[src/rtl/cla_pkg.sv]
// Shared constants and helpers for the pipelined carry-lookahead adder.
// DEF_WIDTH/DEF_GROUP : default operand width and lookahead group size.
// ngroups()           : number of lookahead groups for a WIDTH/GROUP pair.
// cfg_ok()            : legal WIDTH/GROUP combination (used at elaboration).
package cla_pkg;
  localparam int DEF_WIDTH = 16;
  localparam int DEF_GROUP = 4;

  function automatic int ngroups(input int width, input int group);
    return width / group;
  endfunction

  function automatic bit cfg_ok(input int width, input int group);
    return (group >= 2) && (group <= 8) && (width >= group) && (width % group == 0);
  endfunction
endpackage

[src/rtl/cla_adder_pipe_if.sv]
// Operand/result handshake bundle for cla_adder_pipe.
// master: producer of operands and consumer of results (ALU / bench).
// slave : the adder.
// With CLA_SUB_EN defined, an extra 'sub' operand bit selects x-y.
interface cla_adder_pipe_if #(parameter int WIDTH = 16);
  logic             in_valid;
  logic             in_ready;
  logic [WIDTH-1:0] x;
  logic [WIDTH-1:0] y;
  logic             cin;
`ifdef CLA_SUB_EN
  logic             sub;
`endif
  logic             out_valid;
  logic             out_ready;
  logic [WIDTH-1:0] sum;
  logic             cout;
  logic             ovf;

  modport master (
    output in_valid, x, y, cin,
`ifdef CLA_SUB_EN
    output sub,
`endif
    output out_ready,
    input  in_ready, out_valid, sum, cout, ovf
  );

  modport slave (
    input  in_valid, x, y, cin,
`ifdef CLA_SUB_EN
    input  sub,
`endif
    input  out_ready,
    output in_ready, out_valid, sum, cout, ovf
  );
endinterface

[src/rtl/cla_group.sv]
// One GROUP-bit lookahead group (purely combinational).
// g, p : per-bit generate/propagate
// ci   : carry into the group's LSB
// c    : carry into each bit of the group
// gg   : group generate (independent of ci)
// pg   : group propagate (AND of all bit propagates)
module cla_group #(
  parameter int GROUP = 4
) (
  input  logic [GROUP-1:0] g,
  input  logic [GROUP-1:0] p,
  input  logic             ci,
  output logic [GROUP-1:0] c,
  output logic             gg,
  output logic             pg
);
  always_comb begin
    logic cc;
    c  = '0;
    cc = ci;
    gg = 1'b0;
    pg = 1'b1;
    for (int i = 0; i < GROUP; i++) begin
      c[i] = cc;
      cc   = g[i] | (p[i] & cc);
      gg   = g[i] | (p[i] & gg);
      pg   = pg & p[i];
    end
  end
endmodule

[src/rtl/cla_adder_pipe.sv]
// Two-stage pipelined carry-lookahead adder with valid/ready handshake.
// clk   : rising-edge clock
// rst_n : synchronous active-low reset
// bus   : cla_adder_pipe_if.slave (operands in, sum/cout/ovf out)
// Stage 1 registers operands plus bit and group generate/propagate;
// stage 2 resolves group carries, ripples them into each group and
// registers sum/cout/ovf. Capacity is two results.
// Optional: CLA_SUB_EN adds bus.sub for x-y (~y with forced carry-in).
module cla_adder_pipe
  import cla_pkg::*;
#(
  parameter int WIDTH = DEF_WIDTH,
  parameter int GROUP = DEF_GROUP
) (
  input  logic clk,
  input  logic rst_n,
  cla_adder_pipe_if.slave bus
);
  localparam int NG = ngroups(WIDTH, GROUP);

  if (!cfg_ok(WIDTH, GROUP)) begin : g_cfg_err
    $error("cla_adder_pipe: WIDTH must be a multiple of GROUP, GROUP in 2..8");
  end

  // ---------------- handshake ----------------
  logic s1_valid, out_valid;
  logic s2_free, s1_adv, accept;

  assign s2_free       = !out_valid | bus.out_ready;
  assign s1_adv        = s1_valid & s2_free;
  assign bus.in_ready  = !s1_valid | s2_free;
  assign accept        = bus.in_valid & bus.in_ready;

  // ---------------- stage 1 ----------------
  logic [WIDTH-1:0] y_e, g1, p1;
  logic             cin_e;

  always_comb begin
    y_e   = bus.y;
    cin_e = bus.cin;
`ifdef CLA_SUB_EN
    if (bus.sub) begin
      y_e   = ~bus.y;
      cin_e = 1'b1;
    end
`endif
    g1 = bus.x & y_e;
    p1 = bus.x | y_e;
  end

  logic [NG-1:0]            G1, P1;
  logic [NG-1:0][GROUP-1:0] s1_c_unused;

  for (genvar k = 0; k < NG; k++) begin : g_s1_grp
    cla_group #(.GROUP(GROUP)) u_grp (
      .g  (g1[k*GROUP +: GROUP]),
      .p  (p1[k*GROUP +: GROUP]),
      .ci (1'b0),
      .c  (s1_c_unused[k]),
      .gg (G1[k]),
      .pg (P1[k])
    );
  end

  logic [WIDTH-1:0] s1_x, s1_y, s1_g, s1_p;
  logic [NG-1:0]    s1_G, s1_P;
  logic             s1_cin;

  // Operand registers carry no reset: s1_valid qualifies them.
  always_ff @(posedge clk) begin
    if (accept) begin
      s1_x   <= bus.x;
      s1_y   <= y_e;
      s1_cin <= cin_e;
      s1_g   <= g1;
      s1_p   <= p1;
      s1_G   <= G1;
      s1_P   <= P1;
    end
  end

  // ---------------- stage 2 ----------------
  logic [NG:0]              gc;
  logic [NG-1:0][GROUP-1:0] bc;
  logic [NG-1:0]            s2_g_unused, s2_p_unused;

  // Second-level lookahead across groups.
  always_comb begin
    gc    = '0;
    gc[0] = s1_cin;
    for (int k = 0; k < NG; k++)
      gc[k+1] = s1_G[k] | (s1_P[k] & gc[k]);
  end

  for (genvar k = 0; k < NG; k++) begin : g_s2_grp
    cla_group #(.GROUP(GROUP)) u_grp (
      .g  (s1_g[k*GROUP +: GROUP]),
      .p  (s1_p[k*GROUP +: GROUP]),
      .ci (gc[k]),
      .c  (bc[k]),
      .gg (s2_g_unused[k]),
      .pg (s2_p_unused[k])
    );
  end

  logic [WIDTH-1:0] sum_q;
  logic             cout_q, ovf_q;

  always_ff @(posedge clk) begin
    if (!rst_n) begin
      s1_valid  <= 1'b0;
      out_valid <= 1'b0;
      sum_q     <= '0;
      cout_q    <= 1'b0;
      ovf_q     <= 1'b0;
    end else begin
      if (accept)      s1_valid <= 1'b1;
      else if (s1_adv) s1_valid <= 1'b0;

      if (s1_adv) begin
        out_valid <= 1'b1;
        sum_q     <= s1_x ^ s1_y ^ bc;
        cout_q    <= gc[NG];
        ovf_q     <= bc[NG-1][GROUP-1] ^ gc[NG];
      end else if (bus.out_ready) begin
        out_valid <= 1'b0;
      end
    end
  end

  assign bus.out_valid = out_valid;
  assign bus.sum       = sum_q;
  assign bus.cout      = cout_q;
  assign bus.ovf       = ovf_q;
endmodule

[src/flat_wrapper.sv]
// flat-port wrapper written by rule: the top's interface ports become plain ports
module cla_adder_pipe_flat import cla_pkg::*;
#(
  parameter int WIDTH = DEF_WIDTH,
  parameter int GROUP = DEF_GROUP
)
  (clk, rst_n, bus_in_valid, bus_x, bus_y, bus_cin, bus_out_ready, bus_in_ready, bus_out_valid, bus_sum, bus_cout, bus_ovf);
  cla_adder_pipe_if #(.WIDTH(WIDTH)) bus_i ();
  input  logic clk;
  input  logic rst_n;
  input wire logic [$bits(bus_i.in_valid)-1:0] bus_in_valid;
  input wire logic [$bits(bus_i.x)-1:0] bus_x;
  input wire logic [$bits(bus_i.y)-1:0] bus_y;
  input wire logic [$bits(bus_i.cin)-1:0] bus_cin;
  input wire logic [$bits(bus_i.out_ready)-1:0] bus_out_ready;
  output wire logic [$bits(bus_i.in_ready)-1:0] bus_in_ready;
  output wire logic [$bits(bus_i.out_valid)-1:0] bus_out_valid;
  output wire logic [$bits(bus_i.sum)-1:0] bus_sum;
  output wire logic [$bits(bus_i.cout)-1:0] bus_cout;
  output wire logic [$bits(bus_i.ovf)-1:0] bus_ovf;
  assign bus_i.in_valid = bus_in_valid;
  assign bus_i.x = bus_x;
  assign bus_i.y = bus_y;
  assign bus_i.cin = bus_cin;
  assign bus_i.out_ready = bus_out_ready;
  assign bus_in_ready = bus_i.in_ready;
  assign bus_out_valid = bus_i.out_valid;
  assign bus_sum = bus_i.sum;
  assign bus_cout = bus_i.cout;
  assign bus_ovf = bus_i.ovf;
  cla_adder_pipe #(.WIDTH(WIDTH), .GROUP(GROUP)) u_core (.clk(clk), .rst_n(rst_n), .bus(bus_i));
endmodule
[config.mk]
export PLATFORM = sky130hd
export DESIGN_NAME = cla_adder_pipe_flat
export DESIGN_NICKNAME = d
export VERILOG_FILES = /design/src/rtl/cla_pkg.sv /design/src/rtl/cla_adder_pipe_if.sv /design/src/rtl/cla_group.sv /design/src/rtl/cla_adder_pipe.sv /design/src/flat_wrapper.sv
export SDC_FILE = /design/constraint.sdc
export NUM_CORES = 1
export LEC_CHECK = 0
export BUFFER_PORTS_ARGS = -buffer_cell sky130_fd_sc_hd__buf_2
export CAP_MARGIN = 5
export CORE_MARGIN = 10
export CORE_UTILIZATION = 30
export DETAILED_ROUTE_END_ITERATION = 8
export HOLD_SLACK_MARGIN = 0.06
export SLEW_MARGIN = 20
export SYNTH_ARGS = -nofsm -noshare
export SYNTH_HDL_FRONTEND = slang
export SYNTH_HIERARCHICAL = 1
export SYNTH_SLANG_ARGS = --single-unit
[constraint.sdc]
create_clock -name clk -period 3.45 [get_ports clk]
set_clock_uncertainty 0.15 [all_clocks]
set_input_delay 0 -clock clk [delete_from_list [all_inputs] [get_ports clk]]
set_output_delay 0 -clock clk [all_outputs]
set_load 0.02 [all_outputs]
# Word-level counts from Yosys, hierarchy flattened
# Cells that the tools add are included.
dict set report word_totals {
  latch_bits 0
  ff_bits 91
  wordCells 97
  mem_bits_ro 0
  ramBits 0
  memories 0
}
dict set report classes {
  multipliers 0
  eq_ne 0
  add_sub_neg 0
  div 0
  reduce_logical 4
  muxes 4
  n_lt_le_gt_ge 0
  shifts 0
  n_bitwise 77
}
# op n
set op_table {}
lappend op_table {{AND 1 bit} 42}
lappend op_table {{XOR 16 bit} 2}
lappend op_table {{bitwise OR 1 bit} 30}
lappend op_table {{AND 16 bit} 1}
lappend op_table {{bitwise OR 16 bit} 1}
lappend op_table {{2-to-1 mux 1 bit} 4}
lappend op_table {{nonzero test 2 bit} 2}
lappend op_table {{zero test 1 bit} 2}
lappend op_table {{XOR 1 bit} 1}

# Longest topological paths before layout
dict set report depth {
  ltp_word 13
  ltp_mapped 9
  mapped_depth_nobuf 9
}

# Modules after synthesis
# The synthesis kept the hierarchy.
# module n_inst area_each_um2 seq_area_each_um2 cells_each
set by_module_without_submodules {}
lappend by_module_without_submodules {cla_adder_pipe 1 3493.4 2592.5 235}
lappend by_module_without_submodules {cla_group 8 65.1 0.0 11}

# Least setup slack after synthesis
# OpenSTA, ideal clock, no wires.
dict set report synth_timing {
  kind {reg-to-reg}
  from {register u_core.out_valid (netlist: u_core/bus.out_valid)}
  to {register u_core.s1_G[0] (enable)}
  path_stages_with_launch 4
  path_buffers 0
  slack_ps 379
  arrival_time_ps 2482
  setup_time_ps 439
  cell_sequence {dfxtp_1 -> nor2b_1 -> nand2_1 -> and2_1}
}
dict set report synth_via {
  elab_chain_cells 4
}
# element line_no
set synth_lines {}
lappend synth_lines {{start, declared} cla_adder_pipe.sv:26} ;# logic s1_valid, out_valid;
lappend synth_lines {{start signal, assigned} cla_adder_pipe.sv:112} ;# out_valid <= 1'b0;
lappend synth_lines {{start signal, assigned} cla_adder_pipe.sv:121} ;# out_valid <= 1'b1;
lappend synth_lines {{start signal, assigned} cla_adder_pipe.sv:126} ;# out_valid <= 1'b0;
lappend synth_lines {{zero test 1 bit} cla_adder_pipe.sv:29} ;# assign s2_free = !out_valid | bus.out_ready;
lappend synth_lines {{bitwise OR 1 bit} cla_adder_pipe.sv:29}
lappend synth_lines {{bitwise OR 1 bit} cla_adder_pipe.sv:31} ;# assign bus.in_ready = !s1_valid | s2_free;
lappend synth_lines {{via bus_in_ready} flat_wrapper.sv:16} ;# output wire logic [$bits(bus_i.in_ready)-1:0] bus_in_ready;
lappend synth_lines {{AND 1 bit} cla_adder_pipe.sv:32} ;# assign accept = bus.in_valid & bus.in_ready;
lappend synth_lines {{via u_core.accept} cla_adder_pipe.sv:27} ;# logic s2_free, s1_adv, accept;
lappend synth_lines {{end signal, assigned} cla_adder_pipe.sv:77} ;# s1_G <= G1;
lappend synth_lines {{end, declared} cla_adder_pipe.sv:66} ;# logic [NG-1:0] s1_G, s1_P;
# The timed path passes the listed nets, and every way through them passes these cells.
# A chain may end at the register's enable or synchronous reset.

==> PnR_summary.wiki <==
{| class="wikitable"
! Metric !! Value
|-
| Worst-Skew Late Latency || approximately 340 ps
|-
| Worst setup path class || reg2reg
|-
| Int Power || 2.02 mW
|-
| Most common cell after layout, fill and taps aside || sky130_fd_sc_hd__edfxtp_1
|-
| Global router's overall resource usage || a little under a tenth
|-
| Gates resized, CTS repair || 0
|-
| Sequential share of power || between 40 and 50%
|-
| Final net count || roughly 410
|-
| Count of yosys warnings during synthesis || 6
|-
| Number of DRC violations after detailed routing || 0
|-
| PD cells || 552 nW/um^2
|-
| Global-route wire length before repair || approximately 12000 um
|-
| Horizontal die dimension || between 100 and 150 um
|-
| Initial Utilization || a little over 30%
|-
| Post-route cell area || between 4000 and 5000 um^2
|-
| # rows || 39
|-
| Hold-fix buffers at CTS || 39
|-
| Count of maximum capacitance violations || 0
|-
| Total standard cell area after synthesis || 3510 um^2
|-
| Placed Instances || approximately 460
|-
| Pin count of the biggest net entering global routing || 31
|-
| Classification of the worst-slack hold path || in2reg
|-
| Result of the run || finished, final reports clean
|-
| Cell type with the highest occurrence count on the critical path || sky130_fd_sc_hd__a21o_1
|-
| Period utilisation layout || between 60 and 70%
|-
| Power share of the clock group || around 42%
|-
| Sinks on Clock Net || 85
|-
| Total chip power || 2.58 mW
|-
| Worst reg2reg setup slack || approximately 1100 ps
|-
| Quantity of I/O buffers inserted on ports || 56
|-
| Endpoint type of the worst setup path || register
|-
| Switching power share of the total || between 20% and 30%
|-
| Highest attainable clock frequency || 420 MHz
|-
| Kind of start point of the critical path || register
|-
| Cells after Synth || 270
|-
| Clock buffers created by TritonCTS || 9
|-
| Post-CTS setup-driven buffer insertion count || 0
|-
| Non-filler cells, final || 517
|-
| Total die area || about 16000 um^2
|-
| Summed negative setup slack over all endpoints || 0 ps
|-
| Vias in the first global route || 2427
|-
| Buffer depth of the longest clock path || 2
|-
| Placed cell areas || 3930 um^2
|-
| Layout cells sized above 1 || between 20% and 30%
|-
| I/O pin count || 57
|-
| Hold EP || u_core/s1_cin$_DFFE_PP_
|-
| Combinational group share of total power || between 10% and 20%
|-
| Vertical die dimension || between 100 and 150 um
|-
| Endpoint of the worst register-to-register path || u_core/bus.sum[15]$_SDFFE_PN0P_
|-
| Hold Path Origin || bus_cin
|-
| Number of cells on the worst reg-to-reg path || 9
|-
| Mean area per synthesized cell || roughly 13 um^2
|-
| Hold slack final || about 240 ps
|-
| Final hold viol count || 0
|-
| Reg-to-reg critical path startpoint || u_core/s1_cin$_DFFE_PP_
|-
| Core Region || between 10000 and 15000 um^2
|-
| Clock transition at path regs || 60 ps
|-
| Final ANT Viol Nets || 0
|-
| Area growth from synthesis to final layout || 32.9%
|-
| Antenna violations before repair || 0
|-
| Period minus WS final || 2380 ps
|-
| Critical path data required time || between 3000 and 4000 ps
|-
| Clock tree from TritonCTS || done
|-
| Routed WL per cell || 14.3 um
|-
| Post-synth net total || roughly 310
|-
| Final Setup Violations || 0
|-
| Cell chain of the critical path || a21o_1 > a21o_1 > a21o_1 > a21o_1 > a31o_1 > xnor2_1 > xnor2_1 > nand2_1 > a21boi_0
|-
| Commonest non-fill, non-tap cells in the layout || 65 x sky130_fd_sc_hd__edfxtp_1, 56 x sky130_fd_sc_hd__buf_2, 42 x sky130_fd_sc_hd__nand2_1
|-
| Wire length after detailed routing || 7400 um
|-
| Largest vdd supply drop || ~0.25 mV
|-
| Slowest stage delay, CP || around 420 ps
|-
| Worst slew slack as a fraction of its limit || 42.9%
|-
| Slew Viols, Final || 0
|-
| Inserted Diodes || 0
|-
| Unrepaired setup endpoints after global routing || no
|-
| Cell at the slowest stage of the critical path || sky130_fd_sc_hd__edfxtp_1
|-
| Arrival time reported for the critical path endpoint || 2490 ps
|-
| Number of design-rule violations left by the first detailed-router iteration || 92
|-
| Worst-path fanout max || 4
|-
| Static power due to leakage || about 1.8 nW
|-
| Router iterations before antenna repair || 4
|-
| Sw power || roughly 550 uW
|-
| Measured slew at the worst slew-check pin || about 860 ps
|-
| DR vias/cell || between 4 and 5
|-
| Routability congestion estimate from global placement || approximately 0.75
|-
| Final HPWL DP || between 5000 and 6000 um
|-
| Number of stages on the worst hold path || 2
|-
| Root Driver || sky130_fd_sc_hd__clkbuf_16
|-
| H-tree lvl count || 3
|-
| Count of vias placed by the detailed router || ~2300
|-
| Total grt overflow || 0
|}
## worst max-delay path by stage
stage	from	end	slack (ps)	cells after the start
6_report	u_core/s1_cin$_DFFE_PP_	u_core/bus.sum[15]$_SDFFE_PN0P_	1070	9
5_1_grt	u_core/s1_cin$_DFFE_PP_	u_core/bus.sum[15]$_SDFFE_PN0P_	920	9
4_1_cts	u_core/s1_cin$_DFFE_PP_	u_core/bus.sum[15]$_SDFFE_PN0P_	1050	9
3_5_place_dp	u_core/s1_cin$_DFFE_PP_	u_core/bus.sum[15]$_SDFFE_PN0P_	1070	9
3_3_place_gp	u_core/s1_cin$_DFFE_PP_	u_core/bus.sum[15]$_SDFFE_PN0P_	1130	9
2_1_floorplan	u_core/bus.out_valid$_SDFFE_PN0P_	u_core/s1_G[0]$_DFFE_PP_	570	3
## registers in the layout, summed over array words and instances, names as in the netlist
signal,cells
u_core/bus.sum,16
u_core/s1_x,16
u_core/s1_y,16
u_core/s1_g,12
u_core/s1_p,12
u_core/s1_G,4
u_core/s1_P,4
u_core/bus.cout,1
u_core/bus.out_valid,1
u_core/bus.ovf,1
u_core/s1_cin,1
u_core/s1_valid,1
## per-layer routing
metal | routed length, um | vias up | GRT usage, % | share of wire (%)
met3 | 311 | 8 | 3.31 | 4.2
met2 | 3680 | 42 | 15.9 | 50
met5 | 0 | - | 0 | 0
met4 | 116 | 0 | 3.97 | 1.6
met1 | 3300 | 1069 | 10.8 | 45
li1 | - | 1149 | - | -
## power by group through the flow
stage / combinational, mW / clock [mW] / sequential (mW)
floorplan: 0.155 / 0 / 1.24
global placement: 0.246 / 0 / 1.22
detailed placement: 0.251 / 0 / 1.22
CTS: 0.287 / 1.12 / 1.20
global route: 0.313 / 1.17 / 1.21
finish: 0.281 / 1.09 / 1.20
## worst max-delay path: cells and delay by family (launching register included)
family          cells  cell delay, ps
flops               1             420
compound gates      6            1350
xor+xnor            2             320
simple gates        1              60
## cell type report
class | instances | area, um^2
fillers | 1119 | 6760
flip-flops and latches | 85 | 2350
multi-input cells | 176 | 1110
repair buffers | 97 | 686
clock buffers | 10 | 229
well taps | 143 | 179
clock inverters | 6 | 111
## through the flow
| step | worst slack (ps) | utilization (%) |
|---|---|---|
| finish | 1070 | 40.8 |
| floorplan | 568 | - |
| global route | 918 | 40.8 |
| global placement | 1130 | 34.4 |
| CTS | 1050 | 40.8 |
| detailed placement | 1070 | 34.4 |
(Power assumes the default switching activity.)
